--- src/rtl/lcd_pkg.sv ---
`default_nettype none
// ============================================================================
// Module      : lcd_pkg
// Description : Shared constants, init ROM contents and state encoding for
//               the HD44780-style character LCD write scheduler.
// Revision    : 1.0 - initial release
// ============================================================================
package lcd_pkg;

    localparam logic [7:0] LCD_FUNC_8B_2L  = 8'h38;
    localparam logic [7:0] LCD_DISP_ON     = 8'h0C;
    localparam logic [7:0] LCD_ENTRY_INC   = 8'h06;
    localparam logic [7:0] LCD_CLEAR       = 8'h01;
    localparam logic [7:0] LCD_HOME        = 8'h02;
    localparam logic [7:0] LCD_DDRAM_LINE2 = 8'hC0;

    localparam int INIT_LEN   = 4;
    localparam int INIT_IDX_W = $clog2(INIT_LEN);

    localparam logic [7:0] INIT_ROM [INIT_LEN] = '{
        LCD_FUNC_8B_2L,
        LCD_DISP_ON,
        LCD_ENTRY_INC,
        LCD_CLEAR
    };

    typedef enum logic [2:0] {
        ST_PWRUP     = 3'd0,
        ST_INIT_LOAD = 3'd1,
        ST_IDLE      = 3'd2,
        ST_SETUP     = 3'd3,
        ST_PULSE     = 3'd4,
        ST_HOLD      = 3'd5,
        ST_WAIT      = 3'd6
    } lcd_state_e;

    // Clear (0x01) and return-home (0x02/0x03) need the long execution wait.
    function automatic logic is_long_cmd(input logic rs, input logic [7:0] b);
        return !rs && (b[7:2] == 6'd0) && (b != 8'd0);
    endfunction

endpackage
`default_nettype wire

--- src/rtl/lcd_init_rom.sv ---
`default_nettype none
// ============================================================================
// Module      : lcd_init_rom
// Description : Combinational lookup of the LCD power-up init command bytes.
// Revision    : 1.0 - initial release
// ============================================================================
module lcd_init_rom
    import lcd_pkg::*;
(
    input  logic [INIT_IDX_W-1:0] i_idx,
    output logic [7:0]            o_byte
);

    assign o_byte = INIT_ROM[i_idx];

endmodule
`default_nettype wire

--- src/rtl/lcd_write_sched.sv ---
`default_nettype none
// ============================================================================
// Module      : lcd_write_sched
// Description : Power-up init and timed write sequencing for an 8-bit,
//               write-only HD44780-style character LCD.
// Revision    : 1.0 - initial release
// ============================================================================
module lcd_write_sched
    import lcd_pkg::*;
#(
    parameter int T_PWR  = 1500000,
    parameter int T_SU   = 4,
    parameter int T_EH   = 50,
    parameter int T_WAIT = 4000,
    parameter int T_CLR  = 164000
) (
    input  logic       clk,
    input  logic       rst,
    input  logic       req_valid,
    input  logic       req_rs,
    input  logic [7:0] req_data,
    output logic       req_ready,
    output logic       busy,
    output logic       init_done,
    output logic       lcd_rs,
    output logic       lcd_rw,
    output logic       lcd_e,
    output logic [7:0] data
);

    localparam int C_MAX_T = (T_PWR > T_CLR) ? T_PWR : T_CLR;
    localparam int C_CNT_W = $clog2(C_MAX_T) + 1;

    localparam logic [C_CNT_W-1:0] C_LD_PWR  = C_CNT_W'(T_PWR - 1);
    localparam logic [C_CNT_W-1:0] C_LD_SU   = C_CNT_W'(T_SU - 1);
    localparam logic [C_CNT_W-1:0] C_LD_EH   = C_CNT_W'(T_EH - 1);
    localparam logic [C_CNT_W-1:0] C_LD_WAIT = C_CNT_W'(T_WAIT - 1);
    localparam logic [C_CNT_W-1:0] C_LD_CLR  = C_CNT_W'(T_CLR - 1);
    localparam logic [INIT_IDX_W-1:0] C_LAST_IDX = INIT_IDX_W'(INIT_LEN - 1);

    lcd_state_e              r_state;
    lcd_state_e              w_state_nxt;
    logic [C_CNT_W-1:0]      r_cnt;
    logic [C_CNT_W-1:0]      w_cnt_nxt;
    logic [INIT_IDX_W-1:0]   r_idx;
    logic [INIT_IDX_W-1:0]   w_idx_nxt;
    logic                    r_init_done;
    logic                    w_init_done_nxt;
    logic                    r_req_ready;
    logic                    r_lcd_e;
    logic                    r_lcd_rs;
    logic                    w_rs_nxt;
    logic [7:0]              r_data;
    logic [7:0]              w_data_nxt;
    logic [7:0]              w_rom_byte;
    logic                    w_cnt_zero;
    logic                    w_accept;

    lcd_init_rom u_init_rom (
        .i_idx  (r_idx),
        .o_byte (w_rom_byte)
    );

    assign w_cnt_zero = (r_cnt == '0);
    assign w_accept   = r_req_ready && req_valid;

    always_comb begin
        w_state_nxt     = r_state;
        w_cnt_nxt       = w_cnt_zero ? r_cnt : r_cnt - C_CNT_W'(1);
        w_idx_nxt       = r_idx;
        w_init_done_nxt = r_init_done;
        w_rs_nxt        = r_lcd_rs;
        w_data_nxt      = r_data;

        case (r_state)
            ST_PWRUP: begin
                if (w_cnt_zero) begin
                    w_state_nxt = ST_INIT_LOAD;
                end
            end
            ST_INIT_LOAD: begin
                w_rs_nxt    = 1'b0;
                w_data_nxt  = w_rom_byte;
                w_cnt_nxt   = C_LD_SU;
                w_state_nxt = ST_SETUP;
            end
            ST_IDLE: begin
                if (w_accept) begin
                    w_rs_nxt    = req_rs;
                    w_data_nxt  = req_data;
                    w_cnt_nxt   = C_LD_SU;
                    w_state_nxt = ST_SETUP;
                end
            end
            ST_SETUP: begin
                if (w_cnt_zero) begin
                    w_cnt_nxt   = C_LD_EH;
                    w_state_nxt = ST_PULSE;
                end
            end
            ST_PULSE: begin
                if (w_cnt_zero) begin
                    w_cnt_nxt   = C_LD_SU;
                    w_state_nxt = ST_HOLD;
                end
            end
            ST_HOLD: begin
                if (w_cnt_zero) begin
                    w_cnt_nxt   = is_long_cmd(r_lcd_rs, r_data) ? C_LD_CLR : C_LD_WAIT;
                    w_state_nxt = ST_WAIT;
                end
            end
            ST_WAIT: begin
                if (w_cnt_zero) begin
                    if (r_init_done) begin
                        w_state_nxt = ST_IDLE;
                    end else if (r_idx == C_LAST_IDX) begin
                        w_init_done_nxt = 1'b1;
                        w_state_nxt     = ST_IDLE;
                    end else begin
                        w_idx_nxt   = r_idx + INIT_IDX_W'(1);
                        w_state_nxt = ST_INIT_LOAD;
                    end
                end
            end
            default: begin
                w_cnt_nxt   = C_LD_PWR;
                w_state_nxt = ST_PWRUP;
            end
        endcase
    end

    // Reset is the entry into PWRUP, so the counter is loaded for it here.
    always_ff @(posedge clk) begin
        if (rst) begin
            r_state     <= ST_PWRUP;
            r_cnt       <= C_LD_PWR;
            r_idx       <= '0;
            r_init_done <= 1'b0;
            r_req_ready <= 1'b0;
            r_lcd_e     <= 1'b0;
            r_lcd_rs    <= 1'b0;
            r_data      <= 8'h00;
        end else begin
            r_state     <= w_state_nxt;
            r_cnt       <= w_cnt_nxt;
            r_idx       <= w_idx_nxt;
            r_init_done <= w_init_done_nxt;
            r_req_ready <= (w_state_nxt == ST_IDLE) && w_init_done_nxt;
            r_lcd_e     <= (w_state_nxt == ST_PULSE);
            r_lcd_rs    <= w_rs_nxt;
            r_data      <= w_data_nxt;
        end
    end

    a_timing_nonzero: assert property (@(posedge clk)
        (T_PWR > 0) && (T_SU > 0) && (T_EH > 0) && (T_WAIT > 0) && (T_CLR > 0));

    assign req_ready = r_req_ready;
    assign busy      = (r_state != ST_IDLE);
    assign init_done = r_init_done;
    assign lcd_rs    = r_lcd_rs;
    assign lcd_rw    = 1'b0;
    assign lcd_e     = r_lcd_e;
    assign data      = r_data;

endmodule
`default_nettype wire

--- config.mk ---
export PLATFORM = sky130hd
export DESIGN_NAME = lcd_write_sched
export DESIGN_NICKNAME = d
export VERILOG_FILES = /design/src/rtl/lcd_pkg.sv /design/src/rtl/lcd_init_rom.sv /design/src/rtl/lcd_write_sched.sv
export SDC_FILE = /design/constraint.sdc
export NUM_CORES = 1
export LEC_CHECK = 0
export CAP_MARGIN = 10
export CORE_ASPECT_RATIO = 0.6
export CORE_MARGIN = 4
export CORE_UTILIZATION = 35
export DETAILED_ROUTE_END_ITERATION = 12
export GPL_ROUTABILITY_DRIVEN = 0
export HOLD_SLACK_MARGIN = 0.15
export MAX_ROUTING_LAYER = met4
export REMOVE_ABC_BUFFERS = 1
export SLEW_MARGIN = 20
export SYNTH_ARGS = -nofsm -noshare
export SYNTH_HDL_FRONTEND = slang
export SYNTH_SLANG_ARGS = --single-unit
--- constraint.sdc ---
create_clock -name clk -period 3.2 [get_ports clk]
set_input_delay 0.64 -clock clk [delete_from_list [all_inputs] [get_ports clk]]
set_output_delay 0.64 -clock clk [all_outputs]
set_load 0.02 [all_outputs]
==> metrics.yaml <==
outcome:
  status: "complete, no violations"
sta:
  worst-slew-pin-transition_ns: 0.8814
  holdWs_ns: 0.5106
  setup_violations: 0
  fin_skew_ns: 0.006167
  hold_violations: 0
  finalWorstSetupSlack_ns: 0.5179
  setup-tns-final_ns: 0
  fin_crit_sh: 0.8382
  slew_headroom: 0.4085
  fmaxAchievable_ghz: 0.3728
  slew_violations: 0
  period_minus_slack_ns: 2.682
  rsz0062_at_grt: "no"
pwr:
  p_per_area_nw_per_um2: 354.9
  pwr-share-clk: 0.452
  cellLeakagePower_nw: 0.8703
  p_switching_mw: 0.2155
  p_total_mw: 0.9779
  ir_drop_mv: 0.1532
  swShare: 0.2204
  combPwrFrac: 0.045
  p_int_mw: 0.7624
  seqPwrFrac: 0.503
synth:
  ys_types: 61
  synthAdderAreaFrac: 0.03280
  synth_top_family_by_area: "compound AO/OA/AOI/OAI gates"
  async_flop_share: 0
  yosysWarnings: 0
  synthCells: 276
  ys_seq_area_frac: 0.3412
  synth-simple-area-share: 0.2433
  synth_xor_area_frac: 0.05358
  synth_area_um2: 2288
  yosys-mux-area-fraction: 0.01312
  yosys.area.top_type: "dfxtp_1"
  ys_ff_latch: 39
  synth_area_leaders: "dfxtp_1, nor2_1, xnor2_1, a211oi_1, ha_1"
  avgSynthCellArea_um2: 8.291
  synth-compound-area-share: 0.2701
  synth_edf_count: 0
  synthFlopType: "dfxtp_1"
  synth_top_cell_area_share: 0.3412
placed_design:
  dp_slack_ns: 0.7219
  dpl_cell_area_um2: 2638
  portBuffers: 24
  dp.final_hpwl_mm: 4.991
final_layout:
  diodes: 0
  nNetsFinal: 319
  final_common_cell: "dfxtp_1"
  layout-drive-gt1-share: 0.1026
  finalInstanceArea_um2: 2755
  fillers: 640
  final_cell_mix: "dfxtp_1, nor2_1, clkdlybuf4s50_1"
  syn_to_final_growth_pct: 20.39
worst_setup_path:
  path_max_fanout: 14
  cp-startpoint: "r_state[1]$_SDFF_PP0_"
  r2r-end: "r_idx[0]$_SDFFE_PP0P_"
  reg2reg_depth: 5
  crit_required_ns: 2.56
  r2r-start: "r_cnt[10]$_SDFF_PP0_"
  crit_end: "busy"
  start_kind: "register"
  r2r_slack_ns: 0.69
  worst_setup_path_end_kind: "primary output"
  cp_data_arrival_time_ns: 2.04
  worstSetupPathType: "register to primary output"
floorplanning:
  dieArea_um2: 7939
  rows: 22
  initial_core_util: 0.3679
  core-area_um2: 6221
  die_w_um: 112.4
  die_y_um: 70.64
  num_io_pins: 26
clock_network:
  worstSkewPairLatency_ns: 0.31
  cts_resized: 0
  clk_pin_slew_ns: 0.07
  h-tree-depth: 2
  cts_tree: "yes"
  clock_path_buffers: 2
  post_cts_buffers: 0
  cts_buffers: 5
  cts_sinks: 39
  cts_root_buf: "clkbuf_8"
  hold_buffers: 0
grt:
  use_met3: 0.03590
  grt_max_degree: 21
  grt_use_met1: 0.2927
  busiest_layer: "met1"
  grt_pass1_vias: 2016
  grt_util_met2: 0.2059
  grt_pass1_wl_mm: 11.06
  grt.total_usage: 0.1789
  antenna_found_initial: 0
  overflow: 0
run:
  maxCapViolations: 0
route:
  first_iter_violations: 196
  wirelength_mm: 6.666
  viasPerCell: 5.762
  ant_nets: 0
  avgRoutedWirePerCell_um: 17.27
  drcViolationCount: 0
  firstDrtPassIters: 5
  vias: 2224
hold_path:
  hold_class: "register to register"
logic make-up after synthesis:
kind of cell / Yosys count
fa+ha+maj: 6
flops: 39
other cells: 1
simple gates: 104
mux: 3
buf+inv: 25
xor+xnor: 14
compound gates: 84
worst max-delay path, cell delays in order (launching register included):
cell             delay [ns]
dfxtp_1                0.65
nand2b_1               0.20
nor2_1                 0.12
buf_4                  0.18
inv_1                  0.05
clkdlybuf4s50_1        0.53
metrics by stage:
stage / utilization / cells
5_1_grt: 0.4429 / 386
3_5_place_dp: 0.4240 / 378
2_1_floorplan: - / 261
4_1_cts: 0.4429 / 386
6_report: 0.4429 / 386
3_3_place_gp: 0.4240 / 378
how the worst min path moves through the flow:
stage	from	end	slack (ns)	depth (start not counted)
floorplan	r_idx[0]$_SDFFE_PP0P_	r_idx[0]$_SDFFE_PP0P_	0.46	2
global placement	r_idx[0]$_SDFFE_PP0P_	r_idx[0]$_SDFFE_PP0P_	0.49	2
detailed placement	r_idx[0]$_SDFFE_PP0P_	r_idx[0]$_SDFFE_PP0P_	0.51	2
CTS	r_idx[0]$_SDFFE_PP0P_	r_idx[0]$_SDFFE_PP0P_	0.52	2
global route	r_idx[0]$_SDFFE_PP0P_	r_idx[0]$_SDFFE_PP0P_	0.56	2
finish	r_idx[0]$_SDFFE_PP0P_	r_idx[0]$_SDFFE_PP0P_	0.51	2
flip-flops by register name, summed over array words and instances (netlist names):
| register | flops |
|---|---|
| data | 8 |
| init_done | 1 |
| lcd_e | 1 |
| lcd_rs | 1 |
| r_cnt | 22 |
| r_idx | 2 |
| r_state | 3 |
| req_ready | 1 |
cell usage after synthesis, drive strengths merged (3+ instances only):
| master | number |
|---|---|
| buf | 4 |
| nand4 | 5 |
| nand2 | 16 |
| and2 | 5 |
| nand2b | 3 |
| a32oi | 4 |
| a2111oi | 3 |
| a211oi | 11 |
| nor4 | 6 |
| xnor2 | 11 |
| and4 | 4 |
| dfxtp | 39 |
| nor2 | 30 |
| a22oi | 3 |
| nor2b | 3 |
| a21oi | 12 |
| clkbuf | 11 |
| o21ai | 15 |
| o211ai | 4 |
| a311oi | 6 |
| xor2 | 3 |
| nand3 | 3 |
| ha | 6 |
| inv | 9 |
| mux2i | 3 |
| a31oi | 6 |
| nor3 | 17 |
| or2 | 3 |
metal layers:
layer,wire length (um),vias up
li1,-,1097
met1,3612,1026
met2,2362,91
met3,606,10
met4,85,0
met5,0,-
cell type report:
class | count | area (um^2) | area share
Sequential cell | 39 | 780.7 | 0.2834
Inverter | 10 | 37.54 | 0.01362
Clock inverter | 2 | 35.03 | 0.01272
Timing Repair Buffer | 33 | 307.8 | 0.1117
Tap cell | 84 | 105.1 | 0.03815
Multi-Input combinational cell | 212 | 1406 | 0.5104
Clock buffer | 6 | 82.58 | 0.02997
power groups by stage:
| stage | clock, mW | sequential, mW | combinational [mW] |
|---|---|---|---|
| after floorplan | 0 | 0.502 | 0.0186 |
| after global placement | 0 | 0.503 | 0.0430 |
| after detailed placement | 0 | 0.503 | 0.0431 |
| after CTS | 0.449 | 0.492 | 0.0436 |
| after global routing | 0.467 | 0.493 | 0.0484 |
| final | 0.442 | 0.492 | 0.0438 |
Power figures use the tool's default switching activity.
